--- src/rtl/msrv32_wb_load_unit.sv ---
// Stage-3 write-back select and load unit: registers the register-file write,
// running a request/acknowledge data-memory read (with pipeline stall) for loads.
module msrv32_wb_load_unit (
    input  logic        clk_in,
    input  logic        reset_in,
    input  logic        valid_in,
    input  logic [4:0]  rd_addr_reg_in,
    input  logic        rf_wr_en_reg_in,
    input  logic [2:0]  wb_mux_sel_reg_in,
    input  logic [1:0]  load_size_reg_in,
    input  logic        load_unsigned_reg_in,
    input  logic [31:0] iadder_out_reg_in,
    input  logic [31:0] alu_result_in,
    input  logic [31:0] imm_reg_in,
    input  logic [31:0] pc_plus_4_reg_in,
    input  logic [31:0] csr_data_in,
    output logic        dmem_rd_req_out,
    output logic [31:0] dmem_addr_out,
    input  logic [31:0] dmem_rdata_in,
    input  logic        dmem_ack_in,
    output logic        stall_out,
    output logic        rf_wr_en_out,
    output logic [4:0]  rd_addr_out,
    output logic [31:0] rd_data_out,
    output logic        misaligned_load_out
);

    // Handshake: dmem_rd_req_out stays high with a stable dmem_addr_out until a
    // rising edge samples dmem_ack_in=1; dmem_rdata_in is taken on that edge.
    typedef enum logic {IDLE = 1'b0, WAIT = 1'b1} state_t;

    state_t      state_q, state_d;
    logic [4:0]  ld_rd_q, ld_rd_d;
    logic [1:0]  ld_size_q, ld_size_d;
    logic        ld_uns_q, ld_uns_d;
    logic [1:0]  ld_off_q, ld_off_d;
    logic        dmem_rd_req_q, dmem_rd_req_d;
    logic [31:0] dmem_addr_q, dmem_addr_d;
    logic        rf_wr_en_q, rf_wr_en_d;
    logic [4:0]  rd_addr_q, rd_addr_d;
    logic [31:0] rd_data_q, rd_data_d;
    logic        misaligned_q, misaligned_d;

    logic        is_load, misaligned, aligned_load;
    logic [31:0] wb_sel_data, load_data;
    logic [7:0]  ld_byte;
    logic [15:0] ld_half;

    assign is_load      = valid_in & rf_wr_en_reg_in & (wb_mux_sel_reg_in == 3'b001);
    assign misaligned   = ((load_size_reg_in == 2'b01) & iadder_out_reg_in[0]) |
                          (load_size_reg_in[1] & (iadder_out_reg_in[1:0] != 2'b00));
    assign aligned_load = is_load & ~misaligned;

    always_comb begin
        case (wb_mux_sel_reg_in)
            3'b010:  wb_sel_data = imm_reg_in;
            3'b011:  wb_sel_data = iadder_out_reg_in;
            3'b100:  wb_sel_data = csr_data_in;
            3'b101:  wb_sel_data = pc_plus_4_reg_in;
            default: wb_sel_data = alu_result_in;
        endcase
    end

    always_comb begin
        case (ld_off_q)
            2'd1:    ld_byte = dmem_rdata_in[15:8];
            2'd2:    ld_byte = dmem_rdata_in[23:16];
            2'd3:    ld_byte = dmem_rdata_in[31:24];
            default: ld_byte = dmem_rdata_in[7:0];
        endcase
        ld_half = ld_off_q[1] ? dmem_rdata_in[31:16] : dmem_rdata_in[15:0];
        case (ld_size_q)
            2'b00:   load_data = {{24{~ld_uns_q & ld_byte[7]}}, ld_byte};
            2'b01:   load_data = {{16{~ld_uns_q & ld_half[15]}}, ld_half};
            default: load_data = dmem_rdata_in;
        endcase
    end

    always_comb begin
        state_d       = state_q;
        ld_rd_d       = ld_rd_q;
        ld_size_d     = ld_size_q;
        ld_uns_d      = ld_uns_q;
        ld_off_d      = ld_off_q;
        dmem_rd_req_d = dmem_rd_req_q;
        dmem_addr_d   = dmem_addr_q;
        rf_wr_en_d    = 1'b0;
        rd_addr_d     = rd_addr_q;
        rd_data_d     = rd_data_q;
        misaligned_d  = 1'b0;
        case (state_q)
            IDLE: begin
                if (aligned_load) begin
                    ld_rd_d       = rd_addr_reg_in;
                    ld_size_d     = load_size_reg_in;
                    ld_uns_d      = load_unsigned_reg_in;
                    ld_off_d      = iadder_out_reg_in[1:0];
                    dmem_rd_req_d = 1'b1;
                    dmem_addr_d   = {iadder_out_reg_in[31:2], 2'b00};
                    state_d       = WAIT;
                end else if (is_load) begin
                    misaligned_d = 1'b1;
                end else if (valid_in) begin
                    rf_wr_en_d = rf_wr_en_reg_in & (rd_addr_reg_in != 5'd0);
                    rd_addr_d  = rd_addr_reg_in;
                    rd_data_d  = wb_sel_data;
                end
            end
            WAIT: begin
                // A load to x0 still completes the read but suppresses the write.
                if (dmem_ack_in) begin
                    dmem_rd_req_d = 1'b0;
                    rf_wr_en_d    = (ld_rd_q != 5'd0);
                    rd_addr_d     = ld_rd_q;
                    rd_data_d     = load_data;
                    state_d       = IDLE;
                end
            end
            default: state_d = IDLE;
        endcase
    end

    always_ff @(posedge clk_in or posedge reset_in) begin
        if (reset_in) begin
            state_q       <= IDLE;
            ld_rd_q       <= 5'd0;
            ld_size_q     <= 2'd0;
            ld_uns_q      <= 1'b0;
            ld_off_q      <= 2'd0;
            dmem_rd_req_q <= 1'b0;
            dmem_addr_q   <= 32'd0;
            rf_wr_en_q    <= 1'b0;
            rd_addr_q     <= 5'd0;
            rd_data_q     <= 32'd0;
            misaligned_q  <= 1'b0;
        end else begin
            state_q       <= state_d;
            ld_rd_q       <= ld_rd_d;
            ld_size_q     <= ld_size_d;
            ld_uns_q      <= ld_uns_d;
            ld_off_q      <= ld_off_d;
            dmem_rd_req_q <= dmem_rd_req_d;
            dmem_addr_q   <= dmem_addr_d;
            rf_wr_en_q    <= rf_wr_en_d;
            rd_addr_q     <= rd_addr_d;
            rd_data_q     <= rd_data_d;
            misaligned_q  <= misaligned_d;
        end
    end

    // Reset also forces the stall low so upstream is released immediately.
    assign stall_out           = ~reset_in & (((state_q == IDLE) & aligned_load) | (state_q == WAIT));
    assign dmem_rd_req_out     = dmem_rd_req_q;
    assign dmem_addr_out       = dmem_addr_q;
    assign rf_wr_en_out        = rf_wr_en_q;
    assign rd_addr_out         = rd_addr_q;
    assign rd_data_out         = rd_data_q;
    assign misaligned_load_out = misaligned_q;

endmodule

--- config.mk ---
export PLATFORM = sky130hd
export DESIGN_NAME = msrv32_wb_load_unit
export DESIGN_NICKNAME = d
export VERILOG_FILES = /design/src/rtl/msrv32_wb_load_unit.sv
export SDC_FILE = /design/constraint.sdc
export NUM_CORES = 1
export LEC_CHECK = 0
export CAP_MARGIN = 20
export CORE_AREA = 2 2 108 110
export CTS_CLUSTER_DIAMETER = 80
export DETAILED_ROUTE_END_ITERATION = 10
export DIE_AREA = 0 0 110 112
export DONT_BUFFER_PORTS = 1
export PLACE_DENSITY = 0.7
export SLEW_MARGIN = 20
export SYNTH_ARGS = -nofsm -noshare
export SYNTH_HDL_FRONTEND = slang
export SYNTH_SLANG_ARGS = --single-unit
export TNS_END_PERCENT = 50
--- constraint.sdc ---
create_clock -name clk_in -period 2.2 [get_ports clk_in]
set_input_delay 0.22 -clock clk_in [delete_from_list [all_inputs] [get_ports clk_in]]
set_output_delay 0.22 -clock clk_in [all_outputs]
set_load 0.01 [all_outputs]
==> results.json, run 1 <==
{
  "slew_headroom_pct": 55.2,
  "post_drt_wl_per_cell_um": 28.7,
  "critPathSlowestCell": "dfrtp_1",
  "synth_edf_count": 0,
  "leakage_nw": 2.38,
  "core_mm2": 0.0112,
  "ys_seq_elements": 81,
  "cts.sinks": 81,
  "fin_setup_tns_ps": 0,
  "ant_nets": 0,
  "grt.overflow.total": 0,
  "fill_cells": 1036,
  "nNetsFinal": 775,
  "fp-row-count": 39,
  "hp-class": "input port to flip-flop",
  "yosysUniqueCellTypes": 53,
  "hold_violations": 0,
  "initial_utilization_pct": 47.8,
  "drt_iter0_drc": 387,
  "synth_area_leader_cell": "dfrtp_1",
  "cts_tree": "done",
  "insertion_delay_ps": 350,
  "reg2reg_depth": 6,
  "fp.dieH_um": 112,
  "end_kind": "flip-flop",
  "r2r_end": "rd_data_out[29]",
  "period_needed_ps": 1920,
  "slowest_delay_ps": 400,
  "p_total_mw": 4.63,
  "yosysSeqAreaShare_pct": 38.0,
  "drv_slew": 0,
  "critPathArrivalTime_ps": 2150,
  "vdd_drop_max_v": 0.000537,
  "finClkSkew_ps": 7.71,
  "synth_common_cells": "dfrtp_1, o21ai_0, a21oi_1, mux2_2, nand2_1",
  "cts_max_level": 3,
  "grt_max_degree": 65,
  "syn_area_per_cell_um2": 9.20,
  "startpoint_type": "flip-flop",
  "cts-root-buf": "clkbuf_16",
  "cts_buffer_depth": 2,
  "clock.fmax_mhz": 521,
  "rrSetupSlack_ps": 280,
  "io_pins": 281,
  "crit_path_end": "rd_data_out[29]",
  "synthToLayoutAreaGrowth_pct": 8.56,
  "min_period_over_period_pct": 87.2,
  "drv_cap": 0,
  "numCtsBuffers": 9,
  "synthFlopType": "dfrtp_1",
  "grt_pass1_wl_mm": 29.4,
  "gp_congestion": 0.998,
  "crit_type": "flip-flop to flip-flop",
  "vias": 4920,
  "grt_pass1_vias": 4888,
  "netlist_instances": 580,
  "antenna_found_initial": 1,
  "die_w_um": 110,
  "grtUsageTotal_pct": 32.8,
  "dieArea_mm2": 0.0123,
  "timing.rr.start": "ld_off_q[0]",
  "startpoint": "ld_off_q[0]",
  "path_cells": "mux2_2 -> a32oi_1 -> a31oi_2 -> buf_4 -> a21oi_1 -> o21ai_0",
  "clkTransAtPathRegs_ps": 70,
  "drive_above_1_share_pct": 15.4,
  "yosys-top-cells-area": "dfrtp_1, mux2_2, o21ai_0, a21oi_1, mux2i_1",
  "critical_path_required_ps": 2430,
  "power_density_mw_per_mm2": 800,
  "yosysTopAreaCellShare_pct": 38.0,
  "synth.most_common_cell": "dfrtp_1",
  "setup_viol": 0,
  "firstDrtPassIters": 6,
  "drc": 0,
  "tightest_slew_ps": 654,
  "via_per_inst": 6.87,
  "synth_area_mm2": 0.00534,
  "outcome": "finished, final reports clean",
  "rsz0062_at_grt": "no",
  "drt_wl_total_mm": 20.6,
  "portBuffers": 0,
  "dp_hpwl_mm": 16.2,
  "async_reset_ff_share_pct": 100,
  "path_max_fanout": 16,
  "yosys_warnings": 0
}
placed cells by master, fill, tap and decap left out, drive strengths merged, types with 17 or more instances in the layout:
cell type  count
mux2i         24
dfrtp         81
mux2          47
o21ai         70
a22oi         20
buf           21
nor2          32
a21oi         62
nand2         34
nor2b         17
layout make-up:
class	count	area (um2)	area share (%)
Antenna cell	1	2.50	0.0432
Clock buffer	9	225	3.89
Clock inverter	7	65.1	1.12
Inverter	6	26.3	0.453
Multi-Input combinational cell	441	3020	52.1
Sequential cell	81	2030	35.0
Tap cell	143	179	3.09
Timing Repair Buffer	28	253	4.36
sequential cells by signal, indices dropped and copies added (netlist names):
| signal | count |
|---|---|
| ld_rd_q | 5 |
| dmem_addr_out | 30 |
| rf_wr_en_out | 1 |
| rd_data_out | 32 |
| misaligned_load_out | 1 |
| ld_uns_q | 1 |
| state_q | 1 |
| ld_size_q | 2 |
| rd_addr_out | 5 |
| ld_off_q | 2 |
| dmem_rd_req_out | 1 |
what timing repair did:
item	in CTS	in global routing
buffers inserted	0	0
hold buffers	7	0
endpoints found under the setup margin	0	0
endpoints found under the hold margin	23	0
gates resized for setup	0	0
kinds of logic after synthesis:
kind of cell    count (synthesis)  synth area share [%]
simple gates                  123                  11.7
compound gates                245                  30.1
flops                          81                  38.0
other cells                     1                0.0703
buf+inv                        59                  5.72
mux                            71                  14.4
power breakdown:
part | switching [mW] | internal [mW]
clock network | 0.734 | 0.798
logic | 0.509 | 0.463
registers | 0.366 | 1.76
total | 1.61 | 3.03
worst max-delay path: cells and delay by family (launching register included):
family                 cells  cell delay [ps]
DFF                        1              400
muxes                      1              350
AOI/OAI and AO/OA          4              830
buffers and inverters      1              210
layer usage:
layer | wire length [um] | track usage [%] | vias to the layer above
li1 | - | - | 2191
met1 | 7240 | 37.4 | 2380
met2 | 10100 | 54.3 | 295
met3 | 2300 | 11.3 | 54
met4 | 885 | 15.9 | 0
met5 | 0 | 0 | -
through the flow:
stage                     setup slack (ps)  util [%]  hold slack [ps]  area (um2)  std cells
after floorplan                        508         -              337        5350        581
after global placement                 342      48.6              114        5430        692
after detailed placement               328      48.6              117        5430        692
after CTS                              320      51.8             5.44        5790        715
after global routing                   158      51.9             3.67        5790        716
final                                  281      51.9             5.78        5790        716
worst min-delay path by stage:
stage | startpoint | endpoint | slack [ps] | cells past startpoint
6_report | valid_in | misaligned_load_out | 6 | 2
5_1_grt | rd_addr_reg_in[1] | ld_rd_q[1] | 4 | 1
4_1_cts | valid_in | misaligned_load_out | 5 | 2
3_5_place_dp | reset_in | misaligned_load_out | 120 | 1
3_3_place_gp | reset_in | misaligned_load_out | 110 | 1
2_1_floorplan | iadder_out_reg_in[1] | ld_off_q[1] | 340 | 2
Power figures use the tool's default switching activity.
==> inputs of run 2 (changes only) <==
--- a/config.mk
+++ b/config.mk
@@ -11,7 +11,7 @@
 export DETAILED_ROUTE_END_ITERATION = 10
 export DIE_AREA = 0 0 110 112
 export DONT_BUFFER_PORTS = 1
-export PLACE_DENSITY = 0.7
+export PLACE_DENSITY = 0.65
 export SLEW_MARGIN = 20
 export SYNTH_ARGS = -nofsm -noshare
 export SYNTH_HDL_FRONTEND = slang
==> run 2 against run 1 <==
Worst hold slack gained 2.2 ps. Non-clock buffer count increased by 3. Cell area increased by 1.2%. Combinational power about the same. Die area did not move. Via count is 0.12% higher. Sequential power about the same. Power increased by 5.1%. Clock skew is 0.70 ps lower. Critical path depth fell by 1.
==> results.json, run 2 (synthesis results as in run 1) <==
{
  "outcome": "finished, final reports clean",
  "dp_cells": 696,
  "antenna_found_initial": 2,
  "drv_slew": 0,
  "grt_pass1_wl_mm": 28.8,
  "period_needed_ps": 2030,
  "initial_utilization_pct": 47.8,
  "crit_type": "flip-flop to flip-flop",
  "final_cell_mix": "dfrtp_1, o21ai_0, a21oi_1",
  "grt_max_degree": 63,
  "critical_path_required_ps": 2410,
  "multi_input_area_mm2": 0.00303,
  "cts_setup_buffers": 0,
  "drt_iter0_drc": 586,
  "hp-class": "input port to flip-flop",
  "fin_util_pct": 52.5,
  "rsz0062_at_grt": "no",
  "cts-root-buf": "clkbuf_16",
  "portBuffers": 0,
  "power_density_mw_per_mm2": 831,
  "clock.fmax_mhz": 494,
  "hold-worst-slack_ps": 8.00,
  "numCtsBuffers": 9,
  "leakage_nw": 2.42,
  "final_common_cell": "dfrtp_1",
  "reg2reg_depth": 5,
  "nNetsFinal": 778,
  "grt_pass1_vias": 4942,
  "setup_viol": 0,
  "core_mm2": 0.0112,
  "via_per_inst": 6.83,
  "drv_cap": 0,
  "cts_buffer_depth": 2,
  "fin_ws_ps": 174,
  "cts_tree": "done",
  "path_max_fanout": 21,
  "synthToLayoutAreaGrowth_pct": 9.85,
  "drc": 0,
  "hold_violations": 0,
  "fin_setup_tns_ps": 0,
  "firstDrtPassIters": 5,
  "dieArea_mm2": 0.0123,
  "min_period_over_period_pct": 92.1,
  "gp_congestion": 0.930,
  "die_w_um": 110,
  "p_total_mw": 4.87,
  "vdd_drop_max_v": 0.000449,
  "vias": 4926,
  "design_area_mm2": 0.00586,
  "fill_cells": 1072,
  "startpoint_type": "flip-flop",
  "slew_headroom_pct": 45.6,
  "placed_cell_area_mm2": 0.00545,
  "cts_max_level": 3,
  "register_area_mm2": 0.00203,
  "dp_hpwl_mm": 15.8,
  "critPathArrivalTime_ps": 2230,
  "clkTransAtPathRegs_ps": 70,
  "finClkSkew_ps": 7.01,
  "fp-row-count": 39,
  "drt_wl_total_mm": 20.2,
  "post_drt_wl_per_cell_um": 28.0,
  "insertion_delay_ps": 350,
  "drive_above_1_share_pct": 16.0,
  "grtUsageTotal_pct": 32.0,
  "grt.overflow.total": 0,
  "largest_reg_flops": 32,
  "layoutNonFillerInstCount": 721,
  "ant_nets": 0,
  "io_pins": 281,
  "worstHoldPathCells": 1,
  "cts.sinks": 81,
  "tightest_slew_ps": 796,
  "dp_slack_ps": 154,
  "fp.dieH_um": 112,
  "end_kind": "flip-flop"
}
## run 2: cell count changes in the layout (fill, tap and decap cells not counted), moves of 2 or more
| cell | delta |
|---|---|
| buf_4 | +5 |
| bufinv_16 | +2 |
| clkbuf_8 | +2 |
| diode_2 | +2 |
| inv_6 | -2 |
| inv_8 | -2 |
## run 2: path summary, 6_finish.rpt
check | slack, ps | end | start
setup / recovery | 170 | rd_data_out[4] | state_q
max in group asynchronous | 1040 | dmem_addr_out[15] | reset_in
hold / removal | 8 | ld_size_q[1] | load_size_reg_in[1]
hold reg to reg | 520 | ld_rd_q[4] | ld_rd_q[4]
setup reg to reg | 170 | rd_data_out[4] | state_q
min in group asynchronous | 370 | rd_data_out[15] | reset_in
## run 2: layout make-up
| cell class | count | area share (%) |
|---|---|---|
| Antenna cell | 3 | 0.128 |
| Clock buffer | 11 | 4.31 |
| Clock inverter | 5 | 1.45 |
| Inverter | 6 | 0.448 |
| Multi-Input combinational cell | 441 | 51.6 |
| Sequential cell | 81 | 34.6 |
| Tap cell | 143 | 3.05 |
| Timing Repair Buffer | 31 | 4.44 |
## run 2: critical path, cell delays in order, from the launching register on
cell and delay [ps]:
dfrtp_1 350, buf_4 290, and2_1 350, nor2_4 110, a2111oi_0 680, nor2_1 110
## run 2: repair_timing
action	4_1_cts	5_1_grt
hold buffers	6	0
resized for setup	0	1
hold endpoints to repair	23	0
setup endpoints to repair	0	3
## run 2: power by group
part	total, mW	switching, mW	internal [mW]
Clock	1.75	0.684	1.07
Combinational	1.00	0.535	0.466
Sequential	2.12	0.356	1.77
## run 2: per-layer routing
| metal | share of wire [%] | track usage, % |
|---|---|---|
| met3 | 9.8 | 8.37 |
| met5 | 0 | 0 |
| met2 | 50 | 54.3 |
| met1 | 36 | 37.4 |
| met4 | 3.5 | 14.4 |
